[src/rtl/piece_scanner_pkg.sv]
// Chess board types plus scan-state and index helpers.
// Shared by piece_scanner, piece_match and the bench.
package piece_scanner_pkg;

  typedef enum logic {
    BLACK = 1'b0,
    WHITE = 1'b1
  } color_t;

  typedef enum logic [2:0] {
    EMPTY  = 3'd0,
    PAWN   = 3'd1,
    KNIGHT = 3'd2,
    BISHOP = 3'd3,
    ROOK   = 3'd4,
    QUEEN  = 3'd5,
    KING   = 3'd6
  } piece_t;

  typedef struct packed {
    color_t color;
    piece_t piece;
  } fullpiece_t;

  typedef logic [6:0] piece_mask_t;

  localparam int NUM_PIECE_TYPES = 7;

  typedef enum logic [1:0] {
    IDLE,
    SCAN,
    HOLD,
    DONE
  } scan_state_t;

  // Square index is {row,col}; col_w sets the split point.
  function automatic int unsigned sq_idx(
    input int unsigned row,
    input int unsigned col,
    input int unsigned col_w
  );
    return (row << col_w) | col;
  endfunction

  function automatic int unsigned sq_row(
    input int unsigned idx,
    input int unsigned col_w
  );
    return idx >> col_w;
  endfunction

  function automatic int unsigned sq_col(
    input int unsigned idx,
    input int unsigned col_w
  );
    return idx & ((32'd1 << col_w) - 32'd1);
  endfunction

endpackage

[src/rtl/piece_scanner_match.sv]
// Combinational square filter: piece mask plus colour test.
// Code 3'b111 indexes the padded zero bit and never hits.
module piece_match
  import piece_scanner_pkg::*;
(
  input  fullpiece_t  sq,
  input  piece_mask_t mask,
  input  color_t      color,
  input  logic        any_color,
  output logic        hit
);

  logic [7:0] mask8;
  logic       col_ok;

  always_comb begin
    mask8  = {1'b0, mask};
    col_ok = any_color
          || (sq.color == color)
          || (sq.piece == EMPTY);
    hit    = mask8[sq.piece] && col_ok;
  end

endmodule

[src/rtl/piece_scanner.sv]
// Board register store with an index-order filtered scanner.
// SCAN_COUNT_EN adds a match_count port counting accepted matches.
module piece_scanner
  import piece_scanner_pkg::*;
#(
  parameter  int ROW_W = 3,
  parameter  int COL_W = 3,
  localparam int IDX_W = ROW_W + COL_W
) (
  input  logic             clk,
  input  logic             rst,
  input  logic             wr_en,
  input  logic [IDX_W-1:0] wr_idx,
  input  logic [3:0]       wr_piece,
  input  logic             start,
  input  logic             match_color,
  input  logic             any_color,
  input  logic [6:0]       piece_mask,
  output logic             out_valid,
  input  logic             out_ready,
  output logic [IDX_W-1:0] out_idx,
  output logic [3:0]       out_piece,
`ifdef SCAN_COUNT_EN
  output logic [IDX_W:0]   match_count,
`endif
  output logic             busy,
  output logic             done
);

  localparam int NSQ = 1 << IDX_W;
  localparam logic [IDX_W-1:0] LAST = IDX_W'(NSQ - 1);

  fullpiece_t       board [NSQ];
  scan_state_t      state, nxt;
  logic [IDX_W-1:0] ptr;
  color_t           f_color;
  logic             f_any;
  piece_mask_t      f_mask;
  fullpiece_t       cur;
  logic             hit;
  logic             accept;
  logic             at_last;

  assign cur     = board[ptr];
  assign at_last = (ptr == LAST);
  assign accept  = (state == HOLD) && out_valid && out_ready;
  assign busy    = (state != IDLE);
  assign done    = (state == DONE);

  piece_match u_match (
    .sq        (cur),
    .mask      (f_mask),
    .color     (f_color),
    .any_color (f_any),
    .hit       (hit)
  );

  always_comb begin
    nxt = state;
    unique case (state)
      IDLE: if (start) nxt = SCAN;
      SCAN: begin
        if (hit)          nxt = HOLD;
        else if (at_last) nxt = DONE;
      end
      HOLD: if (accept) nxt = at_last ? DONE : SCAN;
      DONE: nxt = IDLE;
      default: nxt = IDLE;
    endcase
  end

  always_ff @(posedge clk) begin
    if (rst) state <= IDLE;
    else     state <= nxt;
  end

  // Registers, not RAM: reset clears every square in one cycle.
  always_ff @(posedge clk) begin
    if (rst) begin
      for (int i = 0; i < NSQ; i++) board[i] <= '0;
    end else if (wr_en) begin
      board[wr_idx] <= fullpiece_t'(wr_piece);
    end
  end

  always_ff @(posedge clk) begin
    if (rst) begin
      ptr       <= '0;
      out_valid <= 1'b0;
      out_idx   <= '0;
      out_piece <= '0;
      f_color   <= BLACK;
      f_any     <= 1'b0;
      f_mask    <= '0;
    end else begin
      unique case (state)
        IDLE: if (start) begin
          ptr     <= '0;
          f_color <= color_t'(match_color);
          f_any   <= any_color;
          f_mask  <= piece_mask_t'(piece_mask);
        end
        SCAN: begin
          if (hit) begin
            out_valid <= 1'b1;
            out_idx   <= ptr;
            out_piece <= cur;
          end else if (!at_last) begin
            ptr <= ptr + 1'b1;
          end
        end
        HOLD: if (accept) begin
          out_valid <= 1'b0;
          if (!at_last) ptr <= ptr + 1'b1;
        end
        default: ;
      endcase
    end
  end

`ifdef SCAN_COUNT_EN
  always_ff @(posedge clk) begin
    if (rst)                         match_count <= '0;
    else if (state == IDLE && start) match_count <= '0;
    else if (accept)                 match_count <= match_count + 1'b1;
  end
`endif

endmodule

[config.mk]
export PLATFORM = sky130hd
export DESIGN_NAME = piece_scanner
export DESIGN_NICKNAME = d
export VERILOG_FILES = /design/src/rtl/piece_scanner_pkg.sv /design/src/rtl/piece_scanner_match.sv /design/src/rtl/piece_scanner.sv
export SDC_FILE = /design/constraint.sdc
export NUM_CORES = 1
export LEC_CHECK = 0
export BUFFER_PORTS_ARGS = -buffer_cell sky130_fd_sc_hd__buf_2
export CAP_MARGIN = 20
export CORE_ASPECT_RATIO = 0.6
export CORE_UTILIZATION = 35
export CTS_CLUSTER_DIAMETER = 120
export DETAILED_ROUTE_END_ITERATION = 6
export SETUP_SLACK_MARGIN = 0.1
export SYNTH_ARGS = -nofsm -noshare
export SYNTH_HDL_FRONTEND = slang
export SYNTH_SLANG_ARGS = --single-unit
[constraint.sdc]
create_clock -name clk -period 4.7 [get_ports clk]
set_input_delay 0.47 -clock clk [delete_from_list [all_inputs] [get_ports clk]]
set_output_delay 0.47 -clock clk [all_outputs]
set_load 0.005 [all_outputs]
After elaboration in Yosys (flattened, before gate mapping)

Memory sizes are Yosys's and may differ from the RTL's. A register that Yosys moved wholly into a read port is not among the register bits.
Cells that the tools add are included.

Memory bits (writable): 256
Register bits after elaboration: 28
Memories: 1
Logic and storage cells: 63
Output and inout bits: 13
Bits of input ports: 24

Muxes and demuxes: 26
$add $sub $neg: 1
Reductions and logical operators: 16
Equal/unequal tests: 10
$lt $le $gt $ge: 1

Memory list:

| memory | words | width | read ports | clocked after memory_dff | write ports | line                | RTL |
|---|---|---|---|---|---|---|---|
| board  | 64    | 4     | 1          | 1                        | 64          | piece_scanner.sv:33 | `fullpiece_t board [NSQ];` |

Operators by type and width:

| cell                  | number |
|---|---|
| $mux W6               | 7 |
| $pmux W6 S3           | 1 |
| $mux W2               | 5 |
| $mux W1               | 9 |
| $ne A2 B2 Y1 const B  | 4 |
| $pmux W2 S4           | 1 |
| $add A6 B1 Y6 const B | 1 |
| $eq A6 B6 Y1 const B  | 1 |
| $reduce_and A3 Y1     | 2 |
| $eq A2 B2 Y1 const B  | 2 |
| $lt A3 B4 Y1 const B  | 1 |
| $mux W4               | 1 |
| $reduce_and A2 Y1     | 2 |
| $reduce_and A4 Y1     | 1 |
| $reduce_bool A2 Y1    | 2 |
| $reduce_or A4 Y1      | 1 |
| $bmux W1 S3           | 1 |
| $logic_and A1 B1 Y1   | 3 |
| $logic_not A3 Y1      | 1 |
| $ne A3 B3 Y1 const B  | 1 |
| $reduce_bool A3 Y1    | 1 |
| $eq A2 B1 Y1 const B  | 1 |
| $logic_not A2 Y1      | 1 |
| $logic_or A1 B1 Y1    | 2 |
| 2 further kinds       | 2 |

Depth between registers and ports, before layout

Word-level depth: 8
Mapped depth: 15
Gate-level depth less buffers: 9

Cells and area by module

From an unflattened synthesis, not the netlist that was laid out.

Cell total of the unflattened synthesis: 1,080
Area total of the unflattened synthesis: 13,980.9 um2

Modules (own cells, without submodules):

| module        | times used | sequential area each (um2) | area each (um2) | cells each |
|---|---|---|---|---|
| piece_scanner | 1          | 8,368.0                    | 13,905.8        | 1,072 |
| piece_match   | 1          | 0.0                        | 75.1            | 8 |

Least setup slack after synthesis

No wires, ideal clock.

Kind: register to register
Start: reg (tool-made name)
End: reg (tool-made name)
Data arrival time: 3.115 ns
Path buffers: 3
Path slack: 1.490 ns
Library setup time: 0.095 ns
Clock period less this slack: 3.210 ns
Cell stages (with the launch flop): 12
Data required time: 4.605 ns
Cell sequence: dfxtp_1 > buf_6 > clkbuf_8 > mux4_1 > a22o_1 > a311oi_2 > o211ai_1 > o221a_1 > o221a_1 > buf_6 > a2111o_1 > a221oi_1

==> metrics.txt <==
post-synth cell types 61; Die Width roughly 260 um; commonest non-fill, non-tap cell in the layout edfxtp_1; number of global-route vias before repair slightly below 9000; RD Place Congestion about 0.86; register area share after synthesis between 60% and 70%; Post-synth EDFFs roughly 260; crit path DAT around 4.7 ns; post-synthesis cell count 1123; drt initial violations between 1500 and 2000; largest cells by area after synthesis edfxtp_1 (55%), nor3_1 (7.8%), mux4_2 (7.0%), dfxtp_1 (4.9%), clkbuf_1 (2.7%); post-CTS sizing 0; largest net degree at the start of global routing 69; H-tree depth 1; DRT Wirelength just under 40 mm; power per standard cell area 438 mW/mm^2; DIE HEIGHT 156 um; multi-input logic area slightly below 0.005 mm^2; cell area after synthesis 0.0139 mm^2; clk_lat worst skew 0.57 ns; top cell type's share of synthesized area 55.3%; row cnt 56; syn_nets 1153; nets@finish approximately 1100; Synth Area per Inst approximately 12 um^2; clock-pin slew on the worst setup and hold paths approximately 0.070 ns; ys flop type edfxtp_1; required time of the critical path around 5.2 ns; status finished, final reports clean; worst hold path class input pin to register; Critical Setup Path Class register to register; drt wl/cell between 20 and 25 um; DP Worst Slack 0.522 ns; crit path launch type register; number of port buffers 36; final setup fails 0; commonest cells after routing, fill and taps aside edfxtp_1 (256), nor3_1 (215), o21ai_0 (68); Seq cells post-synth 290; Worst setup EP type register; first-pass GRT wire length slightly below 60 mm; crit-path max FO 18; fillcell total 3706; endpoints failing hold 0; Final Cycle Share between 90% and 100%; register area 0.00837 mm^2; fin util approximately two fifths; final worst setup slack 0.428 ns; CTS Hold Buffers Added 0; drt first pass iters 5; Via-to-Cell Ratio roughly 6; total CTS buffers 27; CTS tree done; initial antenna violation count 0; DPL Wire Length around 26 mm; Initial Util between 30% and 40%; area growth from synthesis to layout 10.5%; Slew headroom 38.6%; DRC 0; DIE AREA 0.0405 mm^2; Max Clk Rate between 200 and 250 MHz; Worst-Margin Slew 0.911 ns; min Tclk post-route around 4.3 ns; total power 6720 uW; RSZ-0062 raised after global routing false; GRT Overall Usage around a fifth; clk sinks 290; maxcap violations 0; post-route ant nets 0; Vias roughly 9800; layout cells sized above 1 about 16%; Antenna Cells 0; CORE AREA 0.0391 mm^2; Peak supply drop ~210 uV; skew final between 0.02 and 0.025 ns; post-synth top area cell edfxtp_1; Pleak 0.00475 uW; Final Slew Violations 0; total gr overflow 0; postcts setup bufs 0; Fin Setup TNS 0 ns; synthesis warning total 0; Ports 37; Root Driver clkbuf_16; async set or reset register ratio after synthesis 0%; CTS Buffer Depth 3
area by class of cell:
| cell class | instances | area share, % |
|---|---|---|
| Clock buffer | 37 | 5.32 |
| Inverter | 20 | 0.489 |
| Timing Repair Buffer | 70 | 3.00 |
| Clock inverter | 13 | 0.611 |
| Sequential cell | 290 | 54.6 |
| Tap cell | 522 | 4.26 |
| Multi-Input combinational cell | 687 | 31.8 |
synth_stat cells (all sizes together), types with 3 or more instances:
cell	n
ha	6
nor3	216
a2bb2oi	6
nand4	4
a211oi	7
buf	26
or3	3
inv	20
or3b	3
a21oi	28
and3	33
o211ai	3
mux2	7
a22oi	8
nand3b	3
a221oi	10
mux4	52
a311oi	4
nand2b	5
mux2i	28
clkbuf	100
nand3	37
nor4	5
and4	3
nand2	61
dfxtp	34
nor2	35
a31oi	3
o32ai	5
o21ai	68
nor2b	15
edfxtp	256
stage by stage:
| stage | cells | hold WS, ns | area, um^2 |
|---|---|---|---|
| after global routing | 1639 | 0.164 | 15300 |
| after global placement | 1589 | 0.463 | 14400 |
| after CTS | 1639 | 0.136 | 15300 |
| after floorplan | 1123 | 0.432 | 13900 |
| final | 1639 | 0.151 | 15300 |
| after detailed placement | 1589 | 0.467 | 14400 |
report_power, final:
| part | switching, uW | internal, uW |
|---|---|---|
| clock network | 1010 | 1270 |
| registers | 134 | 2960 |
| logic | 819 | 531 |
worst max-delay path, cell delays in order, from the launching register on:
cell and delay (ns):
dfxtp_4 0.56, buf_4 0.33, mux4_2 0.62, or4_1 0.49, o311ai_1 0.13, a211oi_1 0.12
a21oi_1 0.31, o221a_1 0.32, o221a_1 0.60, nand2_1 0.31, a221oi_1 0.37
logic make-up (layout without fill, tap and decap cells):
| family | after synthesis | in the layout | share of synthesized area (%) |
|---|---|---|---|
| and+or+nand+nor | 431 | 431 | 15.6 |
| DFF | 290 | 290 | 60.2 |
| AOI/OAI and AO/OA | 163 | 163 | 7.65 |
| buffers and inverters | 146 | 140 | 4.72 |
| muxes | 87 | 87 | 11.3 |
| adders and majority gates | 6 | 6 | 0.540 |
routing by layer:
metal  share of wire, %  track usage (%)  wire (um)
met1                 48             31.9      19200
met4                1.2             2.46        478
met5                  0                0          0
met3                 12             5.85       4740
met2                 38             24.9      15300
registers in the layout, summed over array words and instances, names as in the netlist, named ones only:
name and count:
state 2, board 256, f_mask 7, out_piece 4
f_color 1, out_idx 6, ptr 6, out_valid 1
f_any 1
final timing paths:
kind                  from         end  slack, ns  depth (start not counted)
max               register      ptr[5]       0.43                         10
max reg2reg       register      ptr[5]       0.43                         10
min reg2reg     out_idx[0]  out_idx[0]       0.48                          2
min          piece_mask[2]   f_mask[2]       0.15                          3
Note: power is estimated with default switching activity, not from simulation.
